### config.mk
export PLATFORM = sky130hd
export DESIGN_NAME = td4_out_logger
export DESIGN_NICKNAME = d
export VERILOG_FILES = /design/src/rtl/td4_out_logger.sv
export SDC_FILE = /design/constraint.sdc
export NUM_CORES = 1
export LEC_CHECK = 0
export CAP_MARGIN = 20
export CORE_MARGIN = 2
export CORE_UTILIZATION = 48
export DETAILED_ROUTE_END_ITERATION = 10
export GPL_TIMING_DRIVEN = 0
export PLACE_DENSITY = 0.63
export SYNTH_ARGS = -nofsm -noshare
export SYNTH_HDL_FRONTEND = slang
export SYNTH_SLANG_ARGS = --single-unit
### constraint.sdc
create_clock -name clk -period 6.37 [get_ports clk]
set_input_delay 0.9555 -clock clk [delete_from_list [all_inputs] [get_ports clk]]
set_output_delay 0.9555 -clock clk [all_outputs]
set_load 0.01 [all_outputs]
### src/rtl/td4_out_logger.sv
// td4_out_logger: watches the TD4 output port (register C), queues each new
// value in a small FIFO and sends it on a UART 8N1 line as one ASCII hex
// digit followed by LF.
module td4_out_logger #(
  parameter int CLK_DIV    = 868,
  parameter int FIFO_DEPTH = 8
) (
  input  logic       clk,
  input  logic       rst_n,
  input  logic [3:0] outp_in,
  input  logic       sample_en,
  output logic       tx,
  output logic       busy,
  output logic       overflow,
  output logic [4:0] fifo_count
);

  localparam int         AW        = $clog2(FIFO_DEPTH);
  localparam logic [15:0] BAUD_LAST = 16'(CLK_DIV - 1);
  localparam logic [4:0]  DEPTH_C   = 5'(FIFO_DEPTH);

  typedef enum logic [1:0] {
    IDLE  = 2'd0,
    START = 2'd1,
    DATA  = 2'd2,
    STOP  = 2'd3
  } tx_state_t;

  tx_state_t     state;
  logic [3:0]    last_val;
  logic [3:0]    mem [FIFO_DEPTH];
  logic [AW-1:0] wr_ptr;
  logic [AW-1:0] rd_ptr;
  logic [15:0]   baud_cnt;
  logic [2:0]    bit_idx;
  logic [7:0]    shift_byte;
  logic          phase;      // 0: sending the hex digit, 1: sending the LF

  logic          change;
  logic          fifo_empty;
  logic          fifo_full;
  logic          pop;
  logic          push_ok;
  logic [3:0]    head;
  logic [7:0]    head_ascii;
  logic          baud_done;

  // FIFO handshake: the change detector offers a nibble (change); it is
  // accepted (push_ok) when the FIFO has room or an entry leaves in the same
  // cycle. The transmitter takes the head (pop) only while IDLE and the FIFO
  // is non-empty; a pop is never refused. A refused offer is lost and flagged.
  always_comb begin
    change     = sample_en && (outp_in != last_val);
    fifo_empty = (fifo_count == 5'd0);
    fifo_full  = (fifo_count == DEPTH_C);
    pop        = (state == IDLE) && !fifo_empty;
    push_ok    = change && (!fifo_full || pop);
    head       = mem[rd_ptr];
    head_ascii = (head < 4'd10) ? (8'h30 + {4'h0, head}) : (8'h37 + {4'h0, head});
    baud_done  = (baud_cnt == BAUD_LAST);
  end

  // Change detection, FIFO pointers, occupancy and the sticky overflow flag.
  always_ff @(posedge clk or negedge rst_n) begin
    if (!rst_n) begin
      last_val   <= 4'h0;
      wr_ptr     <= '0;
      rd_ptr     <= '0;
      fifo_count <= 5'd0;
      overflow   <= 1'b0;
    end else begin
      if (change) begin
        last_val <= outp_in;
      end
      if (change && !push_ok) begin
        overflow <= 1'b1;
      end
      if (push_ok) begin
        wr_ptr <= wr_ptr + AW'(1);
      end
      if (pop) begin
        rd_ptr <= rd_ptr + AW'(1);
      end
      case ({push_ok, pop})
        2'b10:   fifo_count <= fifo_count + 5'd1;
        2'b01:   fifo_count <= fifo_count - 5'd1;
        default: fifo_count <= fifo_count;
      endcase
    end
  end

  // FIFO storage; contents need no reset because the pointers define validity.
  always_ff @(posedge clk) begin
    if (push_ok) begin
      mem[wr_ptr] <= outp_in;
    end
  end

  // Transmitter sequencing: digit frame, then LF frame, per FIFO entry.
  always_ff @(posedge clk or negedge rst_n) begin
    if (!rst_n) begin
      state      <= IDLE;
      baud_cnt   <= 16'd0;
      bit_idx    <= 3'd0;
      shift_byte <= 8'h00;
      phase      <= 1'b0;
    end else begin
      case (state)
        IDLE: begin
          baud_cnt <= 16'd0;
          if (pop) begin
            shift_byte <= head_ascii;
            phase      <= 1'b0;
            state      <= START;
          end
        end
        START: begin
          if (baud_done) begin
            baud_cnt <= 16'd0;
            bit_idx  <= 3'd0;
            state    <= DATA;
          end else begin
            baud_cnt <= baud_cnt + 16'd1;
          end
        end
        DATA: begin
          if (baud_done) begin
            baud_cnt <= 16'd0;
            if (bit_idx == 3'd7) begin
              state <= STOP;
            end else begin
              bit_idx <= bit_idx + 3'd1;
            end
          end else begin
            baud_cnt <= baud_cnt + 16'd1;
          end
        end
        STOP: begin
          if (baud_done) begin
            baud_cnt <= 16'd0;
            if (!phase) begin
              shift_byte <= 8'h0A;
              phase      <= 1'b1;
              state      <= START;
            end else begin
              state <= IDLE;
            end
          end else begin
            baud_cnt <= baud_cnt + 16'd1;
          end
        end
        default: state <= IDLE;
      endcase
    end
  end

  // Registered line level and busy flag; both trail the state by one cycle.
  always_ff @(posedge clk or negedge rst_n) begin
    if (!rst_n) begin
      tx   <= 1'b1;
      busy <= 1'b0;
    end else begin
      case (state)
        START:   tx <= 1'b0;
        DATA:    tx <= shift_byte[bit_idx];
        default: tx <= 1'b1;
      endcase
      busy <= !fifo_empty || (state != IDLE);
    end
  end

endmodule

==> results of run 1 <==
-- registers in the layout, indices dropped and copies added (netlist names), 2 cells and up --
name and count:
wr_ptr 3, baud_cnt 16, shift_byte 7, rd_ptr 3, mem 32, last_val 4
state 2, bit_idx 3, fifo_count 5
-- path summary, 6_finish.rpt --
path / start / end / slack, ns / cells past startpoint
max in group asynchronous: rst_n / last_val[3]$_DFFE_PN0P_ / 5.37 / 2
min in group asynchronous: rst_n / wr_ptr[2]$_DFFE_PN0P_ / 0.49 / 1
worst max-delay path: outp_in[3] / fifo_count[4]$_DFFE_PN0P_ / 2.79 / 10
worst max register to register: fifo_count[0]$_DFFE_PN0P_ / fifo_count[4]$_DFFE_PN0P_ / 3.50 / 9
worst min-delay path: baud_cnt[0]$_DFF_PN0_ / baud_cnt[0]$_DFF_PN0_ / 0.45 / 1
worst min register to register: baud_cnt[0]$_DFF_PN0_ / baud_cnt[0]$_DFF_PN0_ / 0.45 / 1
-- metrics by stage --
step / power (mW) / setup WS (ns) / hold slack [ns] / instances / cell area [um^2]
6_report: 1.86 / 2.79 / 0.452 / 423 / 4310
5_1_grt: 2.00 / 2.53 / 0.475 / 423 / 4310
4_1_cts: 1.89 / 2.77 / 0.456 / 423 / 4310
3_5_place_dp: 1.44 / 2.41 / 0.444 / 407 / 4070
3_3_place_gp: 1.43 / 2.48 / 0.447 / 406 / 4060
2_1_floorplan: 1.26 / 3.43 / 0.423 / 290 / 3790
-- power by group through the flow --
stage | clock network, mW | logic, mW | registers [mW]
global placement | 0 | 0.689 | 0.739
global route | 0.469 | 0.783 | 0.746
CTS | 0.448 | 0.708 | 0.730
detailed placement | 0 | 0.701 | 0.740
finish | 0.436 | 0.696 | 0.730
floorplan | 0 | 0.524 | 0.731
-- logic make-up after synthesis --
logic type,after synthesis,share of synthesized area
adders and majority gates,15,0.0515
DFF,79,0.564
AOI/OAI and AO/OA,42,0.0746
xor gates and xnor gates,24,0.0554
buffers and inverters,22,0.0234
and+or+nand+nor,80,0.124
muxes,28,0.107
-- final cells by class --
| cell class | count | area [um^2] | area share |
|---|---|---|---|
| well taps | 102 | 128 | 0.0296 |
| repair buffers | 15 | 155 | 0.0360 |
| clock buffers | 10 | 149 | 0.0345 |
| plain buffers | 7 | 32.5 | 0.00754 |
| multi-input cells | 189 | 1560 | 0.363 |
| flip-flops and latches | 79 | 2140 | 0.496 |
| clock inverters | 6 | 91.3 | 0.0212 |
| inverters | 15 | 56.3 | 0.0131 |
-- per-layer routing --
| metal | track usage | part of all wire |
|---|---|---|
| met5 | 0 | 0 |
| met4 | 0.0882 | 0.021 |
| met3 | 0.0301 | 0.029 |
| met2 | 0.252 | 0.44 |
| met1 | 0.242 | 0.50 |
-- critical path, stage by stage --
cell and delay, ns:
clkdlybuf4s50_1 0.58, xor2_1 0.22, o41ai_1 0.62, nand2b_1 0.25, inv_1 0.17, ha_1 0.28, a21o_1 0.19, a21oi_1 0.19
mux2i_1 0.24, xor2_1 0.15
-- layout by cell type, fill, tap and decap left out, types with 3 or more instances in the layout --
master	netlist	layout
a2bb2oi_1	3	3
nand2_1	11	11
nor2_1	21	21
o21ai_0	11	11
mux4_2	9	9
nor3_1	4	4
ha_1	14	14
inv_1	15	15
or3_1	3	3
xnor2_1	10	10
nand4_1	4	4
nand3_1	7	7
clkinv_4	0	3
clkbuf_1	3	3
mux2i_1	8	8
clkdlybuf4s50_1	0	13
clkbuf_8	0	9
edfxtp_1	32	32
dfrtp_1	46	46
xor2_1	14	14
mux2_2	8	8
a22o_1	5	5
nor3b_1	3	3
a21oi_1	9	9
mux2_1	3	3
==> results.md, run 1 <==
* Status: finished, final reports clean
* Number of H-tree levels at 3
* Clk slew on worst S/H paths at 0.08 ns
* Number of antenna violations at the first check in global routing at 0
* Count of flip-flops with a built-in enable after synthesis at 32
* FF+latch count, synth at between 70 and 80
* Number of global-route vias before repair at 2240
* Total negative slack for setup checks at 0 ns
* TritonCTS clock tree: yes
* Maximum buffer depth of the clock tree at 2
* Total power divided by cell area at roughly 430 mW/mm^2
* Remaining global-route overflow at 0
* FMAX at roughly 0.28 GHz
* 1st-iter DRT viols at approximately 120
* Required time of the worst setup path at ~6.7 ns
* DR pass1 iterations at 4
* Largest fanout of any net on the critical path at 10
* Overall fraction of global-route tracks in use at 0.171
* Filler Cells Inserted at 658
* Area contributors post-synth: dfrtp_1 30%, edfxtp_1 25%, mux4_2 5.3%
* First-pass GRT wire length at ~11 mm
* # clock sinks at 79
* Later-pin clock latency in the skew report at 0.35 ns
* Synthesis-to-layout area growth at 13.8%
* Most numerous cell in the Yosys netlist: dfrtp_1
* Sequential fraction of design power at 0.392
* Number of nets at the end of the flow at 338
* Total clock buffers created by CTS at 9
* Worst max-slew margin expressed relative to the limit at 0.421
* Most frequent cells after synthesis: 46 x dfrtp_1, 32 x edfxtp_1, 21 x nor2_1, 15 x inv_1
* Summed instance area of the synthesized netlist at 0.00379 mm^2
* Fraction of final layout cells sized beyond drive strength 1 at 0.159
* Y dimension of the die at 92.9 um
* Clock root buffer master: clkbuf_8
* Count of port buffers added during placement at 14
* Max capacitance violation total at 0
* Max rail drop VDD at 0.000253 V
* Fraction of power spent switching nets at 0.335
* Ratio of routed vias to standard cells at 5.35
* Time the final worst path needs with I/O delays and setup at roughly 3.6 ns
* Remaining antenna violation count after routing at 0
* Wire length reported by the detailed router at 6.53 mm
* Slew at the pin closest to its max-slew limit at 0.867 ns
* Largest net degree at the start of global routing at 38
* Area share of the leading cell type in the synthesized netlist at 0.304
* Routed wire length per instance at between 15 and 20 um
* Die Span X at 92.9 um
* Cell Int Power at 1.24 mW
* Most frequently used flop master after synthesis: dfrtp_1
* Clock Skews at 0.0108 ns
* Final Util at 0.561
* Number of warnings reported in the yosys synthesis log at 0
* Setup repair bufs after CTS at 0
* IO Pins at 15
* Element type at the critical path start: primary input
* Netlist cell types at 57
* Element type at the critical path end: flip-flop
* RSZ-0062 raised after global routing: no
* Psw at 0.624 mW
* Start-to-end type of the worst setup path: in -> reg
* Worst min-delay path category: reg -> reg
* FFs w/ async S/R, synth at 0.595
* Syn_nets at 312
* Ant. Diodes at 0
* Ratio of final minimum period to clock period at 0.562
* Starting density of the core at 0.493
* Final number of setup-violating endpoints at 0
* Leakage Power at between 1.5 and 2 nW
* Core Rows at 32
* Mean Syn Cell Area at 13.1 um^2
* HPWL reported at the end of detailed placement at 4.52 mm
* Final weighted congestion of routability-driven global placement at 0.750
* Combinational cell fraction of total power at 0.374
* Count of vias placed by the detailed router at 2265
* Sequential cell area fraction in the yosys report at 0.564
* Proportion of power drawn by the clock network at 0.234
* Die area at 0.00862 mm^2
* DRC errors left at 0
* Cts hold-fix bufs at 0
* Cell count after synthesis at 290
* Number of gates resized after CTS at 0
* Data arrival time of the critical path at a little under 4 ns
* Cell taking the most area after synthesis: dfrtp_1
* Area of the core at a little under 0.008 mm^2
* Final Hold Vio Count at 0
* Number of max-slew violations in the final report at 0
No activity file was read; power rests on OpenSTA's default activity.
==> inputs of run 2 (changes only) <==
==> constraint.sdc (replaced) <==
create_clock -name clk -period 3.5 [get_ports clk]
set_input_delay 0.525 -clock clk [delete_from_list [all_inputs] [get_ports clk]]
set_output_delay 0.525 -clock clk [all_outputs]
set_load 0.01 [all_outputs]
==> results of run 2 <==
Same layout as run 1 (identical final DEF). Status: finished, final reports clean.
Among the figures that moved: setup slack after placement 2.41 ns -> -0.0261 ns; clock-pin slew on the worst setup and hold paths 0.08 ns -> 0.09 ns; setup slack after layout 2.79 ns -> 0.349 ns; hold slack 0.452 ns -> 0.0557 ns; register-to-register setup slack 3.50 ns -> 0.63 ns; total power 1.86 mW -> 3.39 mW; worst IR drop on VDD 0.000253 V -> 0.000460 V
